$ cat config.mk
export PLATFORM = sky130hd
export DESIGN_NAME = dm_dmi_regs
export DESIGN_NICKNAME = d
export VERILOG_FILES = /design/src/rtl/dm_dmi_regs.sv
export SDC_FILE = /design/constraint.sdc
export NUM_CORES = 1
export LEC_CHECK = 0
export BUFFER_PORTS_ARGS = -buffer_cell sky130_fd_sc_hd__buf_2
export CORE_UTILIZATION = 48
export CTS_CLUSTER_DIAMETER = 40
export DETAILED_ROUTE_END_ITERATION = 6
export PLACE_DENSITY = 0.83
export SLEW_MARGIN = 25
export SYNTH_ARGS = -nofsm -noshare
export SYNTH_HDL_FRONTEND = slang
export SYNTH_SLANG_ARGS = --single-unit
export TNS_END_PERCENT = 1
$ cat constraint.sdc
create_clock -name clk -period 2.9 [get_ports clk]
set_input_delay 0.725 -clock clk [delete_from_list [all_inputs] [get_ports clk]]
set_output_delay 0.725 -clock clk [all_outputs]
set_load 0.02 [all_outputs]
$ cat src/rtl/dm_dmi_regs.sv
// Debug Module DMI register front end: decodes DMI requests, holds the DM control and
// abstract-command state, and drives the halt/resume and register-access handshakes to one hart.
module dm_dmi_regs #(
  parameter int          ABITS    = 7,
  parameter int          XLEN     = 32,
  parameter logic [31:0] HARTINFO = 32'h0
) (
  input  logic             clk,
  input  logic             rst,
  input  logic             req_valid,
  output logic             req_ready,
  input  logic [ABITS-1:0] req_addr,
  input  logic [31:0]      req_data,
  input  logic [1:0]       req_op,
  output logic             rsp_valid,
  input  logic             rsp_ready,
  output logic [31:0]      rsp_data,
  output logic [1:0]       rsp_op,
  output logic             haltreq,
  output logic             resumereq,
  output logic             ndmreset,
  input  logic             halted,
  input  logic             resumeack,
  output logic             ar_valid,
  input  logic             ar_ready,
  output logic             ar_write,
  output logic [15:0]      ar_regno,
  output logic [XLEN-1:0]  ar_wdata,
  input  logic             ar_done,
  input  logic             ar_err,
  input  logic [XLEN-1:0]  ar_rdata
);

  localparam logic [ABITS-1:0] A_DATA0      = ABITS'(7'h04);
  localparam logic [ABITS-1:0] A_DMCONTROL  = ABITS'(7'h10);
  localparam logic [ABITS-1:0] A_DMSTATUS   = ABITS'(7'h11);
  localparam logic [ABITS-1:0] A_HARTINFO   = ABITS'(7'h12);
  localparam logic [ABITS-1:0] A_ABSTRACTCS = ABITS'(7'h16);
  localparam logic [ABITS-1:0] A_COMMAND    = ABITS'(7'h17);

  typedef enum logic {IDLE, RSP} rstate_t;
  typedef enum logic [1:0] {CIDLE, CISSUE, CWAIT} cstate_t;

  rstate_t         rstate, rstate_d;
  cstate_t         cstate, cstate_d;

  logic            dmactive;
  logic            haltreq_q, ndmreset_q, resumereq_q, resumeack_q;
  logic [XLEN-1:0] data0;
  logic [2:0]      cmderr, cmderr_d;
  logic            ar_write_q;
  logic [15:0]     ar_regno_q;
  logic [31:0]     rsp_data_q;
  logic [1:0]      rsp_op_q;

  logic            accept, wr_en;
  logic            wr_dmcontrol, wr_data0, wr_abstractcs, wr_command;
  logic            abort, dm_hold, busy, hart_done, start_cmd;
  logic            mapped;
  logic [31:0]     rd_val, dmstatus, abstractcs;
  logic [31:0]     rsp_data_d;
  logic [1:0]      rsp_op_d;

  assign accept        = req_valid && (rstate == IDLE);
  assign wr_en         = accept && (req_op == 2'd2);
  assign wr_dmcontrol  = wr_en && (req_addr == A_DMCONTROL);
  assign wr_data0      = wr_en && (req_addr == A_DATA0);
  assign wr_abstractcs = wr_en && (req_addr == A_ABSTRACTCS);
  assign wr_command    = wr_en && (req_addr == A_COMMAND);

  // Clearing dmactive wipes all DM state in the same cycle the write is accepted
  assign abort     = wr_dmcontrol && !req_data[0];
  assign dm_hold   = !dmactive || abort;
  assign busy      = (cstate != CIDLE);
  assign hart_done = (cstate == CWAIT) && ar_done;

  assign dmstatus   = {14'b0, resumeack_q, resumeack_q, 4'b0, !halted, !halted,
                       halted, halted, 1'b1, 3'b0, 4'd2};
  assign abstractcs = {3'b0, 5'd0, 11'b0, busy, 1'b0, cmderr, 4'b0, 4'd1};

  // Request decode and response formation
  always_comb begin
    rd_val = '0;
    mapped = 1'b1;
    case (req_addr)
      A_DATA0:      rd_val = data0;
      A_DMCONTROL:  rd_val = {haltreq_q, 1'b0, 28'b0, ndmreset_q, dmactive};
      A_DMSTATUS:   rd_val = dmstatus;
      A_HARTINFO:   rd_val = HARTINFO;
      A_ABSTRACTCS: rd_val = abstractcs;
      A_COMMAND:    rd_val = '0;
      default:      mapped = 1'b0;
    endcase
    if (!dmactive && (req_addr != A_DMCONTROL)) rd_val = '0;

    rsp_data_d = '0;
    rsp_op_d   = 2'd0;
    case (req_op)
      2'd1: begin
        if (mapped) rsp_data_d = rd_val;
        else        rsp_op_d   = 2'd2;
      end
      2'd2:    if (!mapped) rsp_op_d = 2'd2;
      2'd3:    rsp_op_d = 2'd2;
      default: ;
    endcase
  end

  always_comb begin
    rstate_d = rstate;
    case (rstate)
      IDLE:    if (req_valid) rstate_d = RSP;
      RSP:     if (rsp_ready) rstate_d = IDLE;
      default: rstate_d = IDLE;
    endcase
  end

  always_ff @(posedge clk) begin
    if (rst) begin
      rstate     <= IDLE;
      rsp_data_q <= '0;
      rsp_op_q   <= 2'd0;
    end else begin
      rstate <= rstate_d;
      if (accept) begin
        rsp_data_q <= rsp_data_d;
        rsp_op_q   <= rsp_op_d;
      end
    end
  end

  // Abstract command sequencing; hart error lands before the DMI W1C of the same cycle
  always_comb begin
    cstate_d  = cstate;
    cmderr_d  = cmderr;
    start_cmd = 1'b0;
    case (cstate)
      CISSUE:  if (ar_ready) cstate_d = CWAIT;
      CWAIT:   if (ar_done) cstate_d = CIDLE;
      default: ;
    endcase
    if (hart_done && ar_err) cmderr_d = 3'd3;
    if (wr_abstractcs) cmderr_d = cmderr_d & ~req_data[10:8];
    if (busy && (wr_data0 || wr_command)) begin
      if (cmderr_d == 3'd0) cmderr_d = 3'd1;
    end else if (wr_command && (cmderr == 3'd0)) begin
      if ((req_data[31:24] != 8'd0) || (req_data[22:20] != 3'd2)) begin
        cmderr_d = 3'd2;
      end else if (!halted) begin
        cmderr_d = 3'd4;
      end else if (req_data[17]) begin
        start_cmd = 1'b1;
        cstate_d  = CISSUE;
      end
    end
    if (dm_hold) begin
      cstate_d  = CIDLE;
      cmderr_d  = 3'd0;
      start_cmd = 1'b0;
    end
  end

  always_ff @(posedge clk) begin
    if (rst) begin
      cstate <= CIDLE;
      cmderr <= 3'd0;
    end else begin
      cstate <= cstate_d;
      cmderr <= cmderr_d;
    end
  end

  always_ff @(posedge clk) begin
    if (rst) dmactive <= 1'b0;
    else if (wr_dmcontrol) dmactive <= req_data[0];
  end

  // DM state; everything except dmactive stays cleared while the DM is inactive
  always_ff @(posedge clk) begin
    if (rst || dm_hold) begin
      haltreq_q   <= 1'b0;
      ndmreset_q  <= 1'b0;
      resumereq_q <= 1'b0;
      resumeack_q <= 1'b0;
      data0       <= '0;
      ar_write_q  <= 1'b0;
      ar_regno_q  <= '0;
    end else begin
      resumereq_q <= wr_dmcontrol && req_data[30];
      if (wr_dmcontrol) begin
        haltreq_q  <= req_data[31];
        ndmreset_q <= req_data[1];
      end
      if (wr_dmcontrol && req_data[30]) resumeack_q <= 1'b0;
      else if (resumeack)               resumeack_q <= 1'b1;
      if (wr_data0 && !busy)                       data0 <= req_data;
      else if (hart_done && !ar_err && !ar_write_q) data0 <= ar_rdata;
      if (start_cmd) begin
        ar_write_q <= req_data[16];
        ar_regno_q <= req_data[15:0];
      end
    end
  end

  assign req_ready = (rstate == IDLE);
  assign rsp_valid = (rstate == RSP);
  assign rsp_data  = rsp_data_q;
  assign rsp_op    = rsp_op_q;
  assign haltreq   = haltreq_q;
  assign ndmreset  = ndmreset_q;
  assign resumereq = resumereq_q;
  assign ar_valid  = (cstate == CISSUE) && !abort;
  assign ar_write  = ar_write_q;
  assign ar_regno  = ar_regno_q;
  assign ar_wdata  = data0;

endmodule

==> implementation parameters, run 1 <==
Parameter                              Value

Logic synthesis
  Mean cell area of the mapped netlist ... 9.911 um^2
  Count of cell types in the netlist ... 51
  Synth Net Count ... 497
  Count of warnings emitted by yosys ... 0
  Cell count after synthesis ... 408
  Commonest cells in the netlist ... 93 x sky130_fd_sc_hd__dfxtp_1, 59 x sky130_fd_sc_hd__nor2_1, 52 x sky130_fd_sc_hd__mux2i_1, 34 x sky130_fd_sc_hd__a211oi_1, 19 x sky130_fd_sc_hd__a22o_2
  Cell area after synthesis ... 4044 um^2
  Number of enable flip-flop cells after synthesis ... 0
  Proportion of netlist area held by the largest area contributor ... 0.4604
  Most area-consuming cells after synthesis ... sky130_fd_sc_hd__dfxtp_1 46%, sky130_fd_sc_hd__mux2i_1 13%, sky130_fd_sc_hd__a211oi_1 6.3%
  Number of synthesized register bits ... 93
  Cell with the most instances after synthesis ... sky130_fd_sc_hd__dfxtp_1
  Cell accounting for the most synthesized area ... sky130_fd_sc_hd__dfxtp_1
  Primary flip-flop cell chosen by synthesis mapping ... sky130_fd_sc_hd__dfxtp_1
  Post-synthesis sequential area ratio ... 0.4604
  Async SR Flop Fraction ... 0

Global routing
  Global Route Usage Sum ... 0.2521
  Global-route wire length before repair ... 17180 um
  Vias in the first global route ... 3551
  Initial antenna violation count ... 0
  Pin count of the biggest net entering global routing ... 37
  GRT overflow ... 0

Timing
  Setup repair after global routing missed its margin ... false
  Worst rel slew slack ... 0.6136
  Fmax ... 0.3640 GHz
  Minimum period implied by the final worst setup slack ... 2.748 ns
  Count of pins over their slew limit ... 0
  Final number of hold-violating endpoints ... 0
  Worst Clk Skew ... 0.01465 ns
  Final Cycle Share ... 0.9474
  Transition at the pin with the smallest max-transition slack ... 0.5650 ns
  Final hold slack ... 0.4803 ns
  Setup TNS ... 0 ns
  Number of setup violations in the final report ... 0

Clock network
  Clock transition at path regs ... 0.09 ns
  Depth of the CTS H-tree ... 3
  CTS-repair resized insts ... 0
  CTS root buf ... sky130_fd_sc_hd__clkbuf_8
  Post-CTS Setup Bufs ... 0
  Clock tree from TritonCTS ... yes
  Cts-stage hold buffer count ... 0
  Maximum clock insertion buffer count ... 2
  Inserted Clock Buffers ... 9
  Sink count of the clock tree ... 93
  Clock network latency to the later pin of the worst-skew pair ... 0.36 ns

Power and ir drop
  Leakage power total ... 2.406 nW
  Net Switching ... 0.0005507 W
  Clock network fraction of total power ... 0.432
  Power Density ... 470.5 nW/um^2
  Sequential group share of total power ... 0.514
  Internal Dissipation ... 0.001942 W
  Fraction of power spent switching nets ... 0.2209
  Maximum resistive drop on vdd ... 0.3196 mV
  Combinational power share ... 0.054

Finish
  Nets ... 665
  Share of post-route cells with drive strength above 1 ... 0.4045
  Final-layout fill cell count ... 708
  Diodes inserted ... 0
  Area taken by flip-flops and latches ... 1862 um^2
  Area of the multi-input gates ... 2006 um^2
  Area growth from synthesis to layout ... 31.00%

Route
  Post-detailed-route wirelength per cell ... 16.49 um
  Total number of vias ... 3777
  Length of routed met2 wiring ... 5475 um
  Highest routed layer ... met4
  Routed vias/inst ... 5.506
  Final WL ... 11310 um
  Final routed DRC violation total ... 0
  Wl on met1 ... 4934 um
  Wire length on met3 ... 630 um
  Remaining antenna violation count ... 0
  Pre-Repair DR Iteration Count ... 4
  DRT iter0 DRCs ... 207

Worst setup path
  Most common cell on crit path ... sky130_fd_sc_hd__buf_2
  Data required time of the worst path ... 2.17 ns
  Data arrival time of the critical path ... 2.02 ns
  Slowest stage cell on the critical path ... sky130_fd_sc_hd__and2_2
  Max FO, Critical Path ... 5
  Category of the worst setup path capture point ... output pin
  Maximum cell stage delay along the critical path ... 0.25 ns
  Worst Setup Start Kind ... input pin
  WS Path Type ... input pin to output pin
  Cell-by-cell listing of the critical path ... buf_2, inv_1, ha_1, and2_0, and2_2, a21boi_0, buf_2

Floorplanning
  Height of the die ... 93.79 um
  Die Width ... 93.79 um
  Std-Cell Core Area ... 8175 um^2
  Total number of placement rows ... 33
  Total die area ... 8796 um^2
  Initial standard-cell utilization of the core ... 0.4946
  Number of placed I/O pins ... 171

Flow run
  Max-cap violation count ... 0

Placed design
  Port Buffer Count ... 169
  Global placer's final weighted congestion ... 0.9418
  Half-perimeter wire length after placement ... 8489 um

Worst hold path
  Tightest Hold Check Type ... flip-flop to flip-flop

Status
  Status ... completed
critical path: cells and delay by family:
kind                       cells  cell delay, ns
buffers and inverters          3            0.37
AOI/OAI and AO/OA              1            0.23
adders and majority gates      1            0.21
and+or+nand+nor                2            0.48
flip-flops by register name, summed over array words and instances (netlist names), 2 cells and up:
signal    count
cstate        2
cmderr        3
rsp_data     32
ar_wdata     32
ar_regno     16
through the flow:
stage	util	power (W)	setup WS [ns]	cell area, um^2	std cells
2_1_floorplan	-	0.001358	0.1332	4044	408
3_3_place_gp	0.6169	0.001440	0.2426	5044	670
3_5_place_dp	0.6169	0.001443	0.1818	5044	670
4_1_cts	0.6480	0.002505	0.1755	5298	686
5_1_grt	0.6480	0.002585	0.04379	5298	686
6_report	0.6480	0.002493	0.1525	5298	686
power by group through the flow:
stage                logic, W  clock network, W  registers, W
global placement     0.000130                 0       0.00131
CTS                  0.000133           0.00109       0.00128
global route         0.000145           0.00116       0.00128
finish               0.000135           0.00108       0.00128
detailed placement   0.000133                 0       0.00131
floorplan           0.0000453                 0       0.00131
cell families (layout without fill, tap and decap cells):
| logic type | Yosys count | after routing | synth area share |
|---|---|---|---|
| flops | 93 | 93 | 0.4604 |
| buf+inv | 39 | 212 | 0.04919 |
| mux | 52 | 52 | 0.1287 |
| compound gates | 101 | 101 | 0.2002 |
| other cells | 1 | 1 | 0.0009273 |
| xor+xnor | 1 | 1 | 0.002166 |
| simple gates | 114 | 114 | 0.1368 |
| fa+ha+maj | 7 | 7 | 0.02166 |
layout by cell type (no fill, tap or decap), types with 3 or more instances in the layout:
cell type                   Yosys  final
sky130_fd_sc_hd__nand2_1       16     16
sky130_fd_sc_hd__nor2_1        59     58
sky130_fd_sc_hd__dfxtp_1       93     93
sky130_fd_sc_hd__a211oi_1      34     34
sky130_fd_sc_hd__mux2i_1       52     52
sky130_fd_sc_hd__a31oi_1        5      5
sky130_fd_sc_hd__ha_1           7      7
sky130_fd_sc_hd__a21oi_1        5      5
sky130_fd_sc_hd__buf_2          9    169
sky130_fd_sc_hd__a22o_1        16     16
sky130_fd_sc_hd__inv_1         11     11
sky130_fd_sc_hd__a22o_2        19     19
sky130_fd_sc_hd__nand3_1        5      4
sky130_fd_sc_hd__buf_4          3     13
sky130_fd_sc_hd__buf_12         0      3
sky130_fd_sc_hd__nor3_1         6      5
sky130_fd_sc_hd__a22oi_1        3      3
sky130_fd_sc_hd__bufinv_16      0      3
sky130_fd_sc_hd__nor3b_1        3      3
sky130_fd_sc_hd__clkbuf_8       0     10
sky130_fd_sc_hd__o21ai_0        8      8
cell type report:
cell class / count / share of cell area
Multi-Input combinational cell: 276 / 0.3786
Sequential cell: 93 / 0.3514
Timing Repair Buffer: 185 / 0.1894
Clock buffer: 10 / 0.02598
Tap cell: 105 / 0.02480
Clock inverter: 6 / 0.02197
Inverter: 11 / 0.007794
path summary, 6_finish.rpt:
check,slack (ns),cells past startpoint,startpoint,to
worst max-delay path,0.15,7,req_op[0],ar_valid
worst min-delay path,0.48,1,rsp_data[30]$_SDFFE_PP0N_,rsp_data[30]$_SDFFE_PP0N_
worst max register to register,0.92,7,cstate[0]$_SDFF_PP0_,ar_wdata[6]$_SDFFE_PP0P_
worst min register to register,0.48,1,rsp_data[30]$_SDFFE_PP0N_,rsp_data[30]$_SDFFE_PP0N_
layer usage:
layer,GRT usage,vias up
li1,-,1828
met1,0.3154,1795
met2,0.4197,133
met3,0.06068,21
met4,0.09103,0
met5,0,-
Power figures use the tool's default switching activity.
==> inputs of run 2 (changes only) <==
BUFFER_PORTS_ARGS = unset   (was -buffer_cell sky130_fd_sc_hd__buf_2)
CORE_UTILIZATION = 50   (was 48)
DONT_BUFFER_PORTS = 1   (was unset)
PLACE_DENSITY = 0.68   (was 0.83)
==> run 2 against run 1 <==
  * Count of clock-buffer cells in the layout is the same
  * Utilization shrank 8.6 points
  * Critical path depth shrank 2
  * Sequential cell count is the same
  * Clock skew grew 0.00072 ns
  * Critical endpoint unchanged
  * Largest power group unchanged
  * Highest routed layer unchanged
==> implementation parameters, run 2 (synthesis results as in run 1) <==
Parameter                              Value

Global routing
  Global-route wire length before repair ... 15580 um (-9.3%)
  Pin count of the biggest net entering global routing ... 39 (+5.4%)
  Vias in the first global route ... 3030 (-15%)
  GRT overflow ... 0 (unchanged)
  Initial antenna violation count ... 0 (unchanged)
  Global Route Usage Sum ... 0.2378 (-0.01424)

Finish
  Final core utilization ... 0.5620 (-0.08598)
  Most used cells in the layout excluding fill and tap cells ... 93 x sky130_fd_sc_hd__dfxtp_1, 58 x sky130_fd_sc_hd__nor2_1, 52 x sky130_fd_sc_hd__mux2i_1, 34 x sky130_fd_sc_hd__a211oi_1, 19 x sky130_fd_sc_hd__a22o_2
  Share of post-route cells with drive strength above 1 ... 0.1582 (-0.2463)
  Final-layout fill cell count ... 720 (+1.7%)
  Most common library cell in the layout ignoring fill and taps ... sky130_fd_sc_hd__dfxtp_1
  Area growth from synthesis to layout ... 7.952%
  Diodes inserted ... 0 (unchanged)
  Nets ... 495 (-26%)

Worst setup path
  Dominant delay contributor by cell family on the critical path ... simple AND/OR/NAND/NOR gates
  Worst Setup Start Kind ... flip-flop
  Cell-by-cell listing of the critical path ... and2b_2, and2_0, and2_2, a21boi_0, buf_4
  WS Path Type ... flip-flop to output pin
  Data arrival time of the critical path ... 2.06 ns (+0.04 ns)
  Data required time of the worst path ... 2.17 ns (about the same)
  Slowest stage cell on the critical path ... sky130_fd_sc_hd__dfxtp_1
  Launching point of the worst reg2reg path ... rsp_valid$_SDFF_PP0_
  Max FO, Critical Path ... 6 (+1)
  Worst Setup SP ... rsp_valid$_SDFF_PP0_
  Maximum cell stage delay along the critical path ... 0.54 ns (+0.29 ns)
  Count of buffering cells on the critical path with inverters included ... 1 (-2)
  Category of the worst setup path capture point ... output pin

Floorplanning
  Total number of placement rows ... 32 (-3.0%)
  Die Width ... 91.93 um (-2.0%)
  Number of placed I/O pins ... 171 (unchanged)
  Total die area ... 8451 um^2 (-3.9%)
  Initial standard-cell utilization of the core ... 0.5206 (+0.02598)
  Std-Cell Core Area ... 7767 um^2 (-5.0%)
  Height of the die ... 91.93 um (-2.0%)

Clock network
  Inserted Clock Buffers ... 9 (unchanged)
  CTS root buf ... sky130_fd_sc_hd__clkbuf_8
  Sink count of the clock tree ... 93 (unchanged)
  Clock network latency to the later pin of the worst-skew pair ... 0.36 ns (about the same)
  Post-CTS Setup Bufs ... 0 (unchanged)
  Maximum clock insertion buffer count ... 2 (unchanged)
  Depth of the CTS H-tree ... 3 (unchanged)
  Clock tree from TritonCTS ... yes
  Cts-stage hold buffer count ... 0 (unchanged)
  CTS-repair resized insts ... 0 (unchanged)
  Clock transition at path regs ... 0.10 ns (about the same)

Timing
  Worst rel slew slack ... 0.6153 (+0.001785)
  Number of setup violations in the final report ... 0 (unchanged)
  Final Cycle Share ... 0.9597 (+0.01228)
  Setup TNS ... 0 ns (unchanged)
  Count of pins over their slew limit ... 0 (unchanged)
  Minimum period implied by the final worst setup slack ... 2.783 ns (+0.03561 ns)
  Final number of hold-violating endpoints ... 0 (unchanged)
  Worst Clk Skew ... 0.01536 ns (+0.0007167 ns)
  Transition at the pin with the smallest max-transition slack ... 0.5739 ns (+0.008807 ns)
  Setup repair after global routing missed its margin ... false
  Fmax ... 0.3593 GHz (-1.3%)

Power and ir drop
  Total power ... 0.002176 W (-13%)
  Power Density ... 498.4 nW/um^2 (+5.9%)
  Leakage power total ... 1.552 nW (-36%)
  Maximum resistive drop on vdd ... 0.2516 mV (-21%)

Flow run
  Max-cap violation count ... 0 (unchanged)

Status
  Status ... completed

Route
  DRT iter0 DRCs ... 82 (-60%)
  Final routed DRC violation total ... 0 (unchanged)
  Pre-Repair DR Iteration Count ... 4 (unchanged)
  Routed vias/inst ... 6.099 (+11%)
  Total number of vias ... 3129 (-17%)
  Post-detailed-route wirelength per cell ... 19.74 um (+20%)
  Remaining antenna violation count ... 0 (unchanged)
  Final WL ... 10130 um (-10%)

Placed design
  Half-perimeter wire length after placement ... 7386 um (-13%)
  Global placer's final weighted congestion ... 0.9507 (+0.94%)
  Port Buffer Count ... 0 (-100%)

Worst hold path
  Worst hold start ... rst
  Tightest Hold Check Type ... input pin to flip-flop
==> run 2: per-stage QoR <==
stage	area, um^2	hold WS, ns	worst slack (ns)	std cells
finish	4365	0.4221	0.1169	513
global route	4365	0.4040	0.02077	513
floorplan	4044	0.4677	0.1332	408
CTS	4365	0.4103	0.1197	513
global placement	4174	0.4815	0.2858	497
detailed placement	4174	0.4844	0.2752	497
==> run 2: cell type report <==
class | count | area, um^2 | share of cell area
clock buffers | 10 | 137.6 | 0.03153
flip-flops and latches | 93 | 1862 | 0.4265
repair buffers | 15 | 137.6 | 0.03153
clock inverters | 6 | 53.80 | 0.01232
well taps | 102 | 127.6 | 0.02923
inverters | 11 | 41.29 | 0.009458
multi-input cells | 276 | 2006 | 0.4594
==> run 2: metal layers <==
| metal | vias up | track usage | part of all wire |
|---|---|---|---|
| li1 | 1480 | - | - |
| met1 | 1470 | 0.2922 | 0.40 |
| met2 | 162 | 0.3881 | 0.47 |
| met3 | 17 | 0.08209 | 0.11 |
| met4 | 0 | 0.07943 | 0.018 |
| met5 | - | 0 | 0 |
==> run 2: power breakdown <==
group | internal, W | switching [W] | total, W | leakage, nW
clock network | 0.000350 | 0.000487 | 0.000837 | 0.0890
registers | 0.00128 | 0.00000553 | 0.00128 | 0.749
logic | 0.0000192 | 0.0000356 | 0.0000549 | 0.714
total | 0.00165 | 0.000528 | 0.00218 | 1.55
==> run 2: final timing paths <==
path | depth (start not counted) | slack (ns) | to
max | 5 | 0.12 | ar_valid
min | 1 | 0.42 | rsp_valid$_SDFF_PP0_
min reg2reg | 2 | 0.50 | cstate[0]$_SDFF_PP0_
max reg2reg | 5 | 0.76 | resumeack_q$_SDFFE_PP0P_
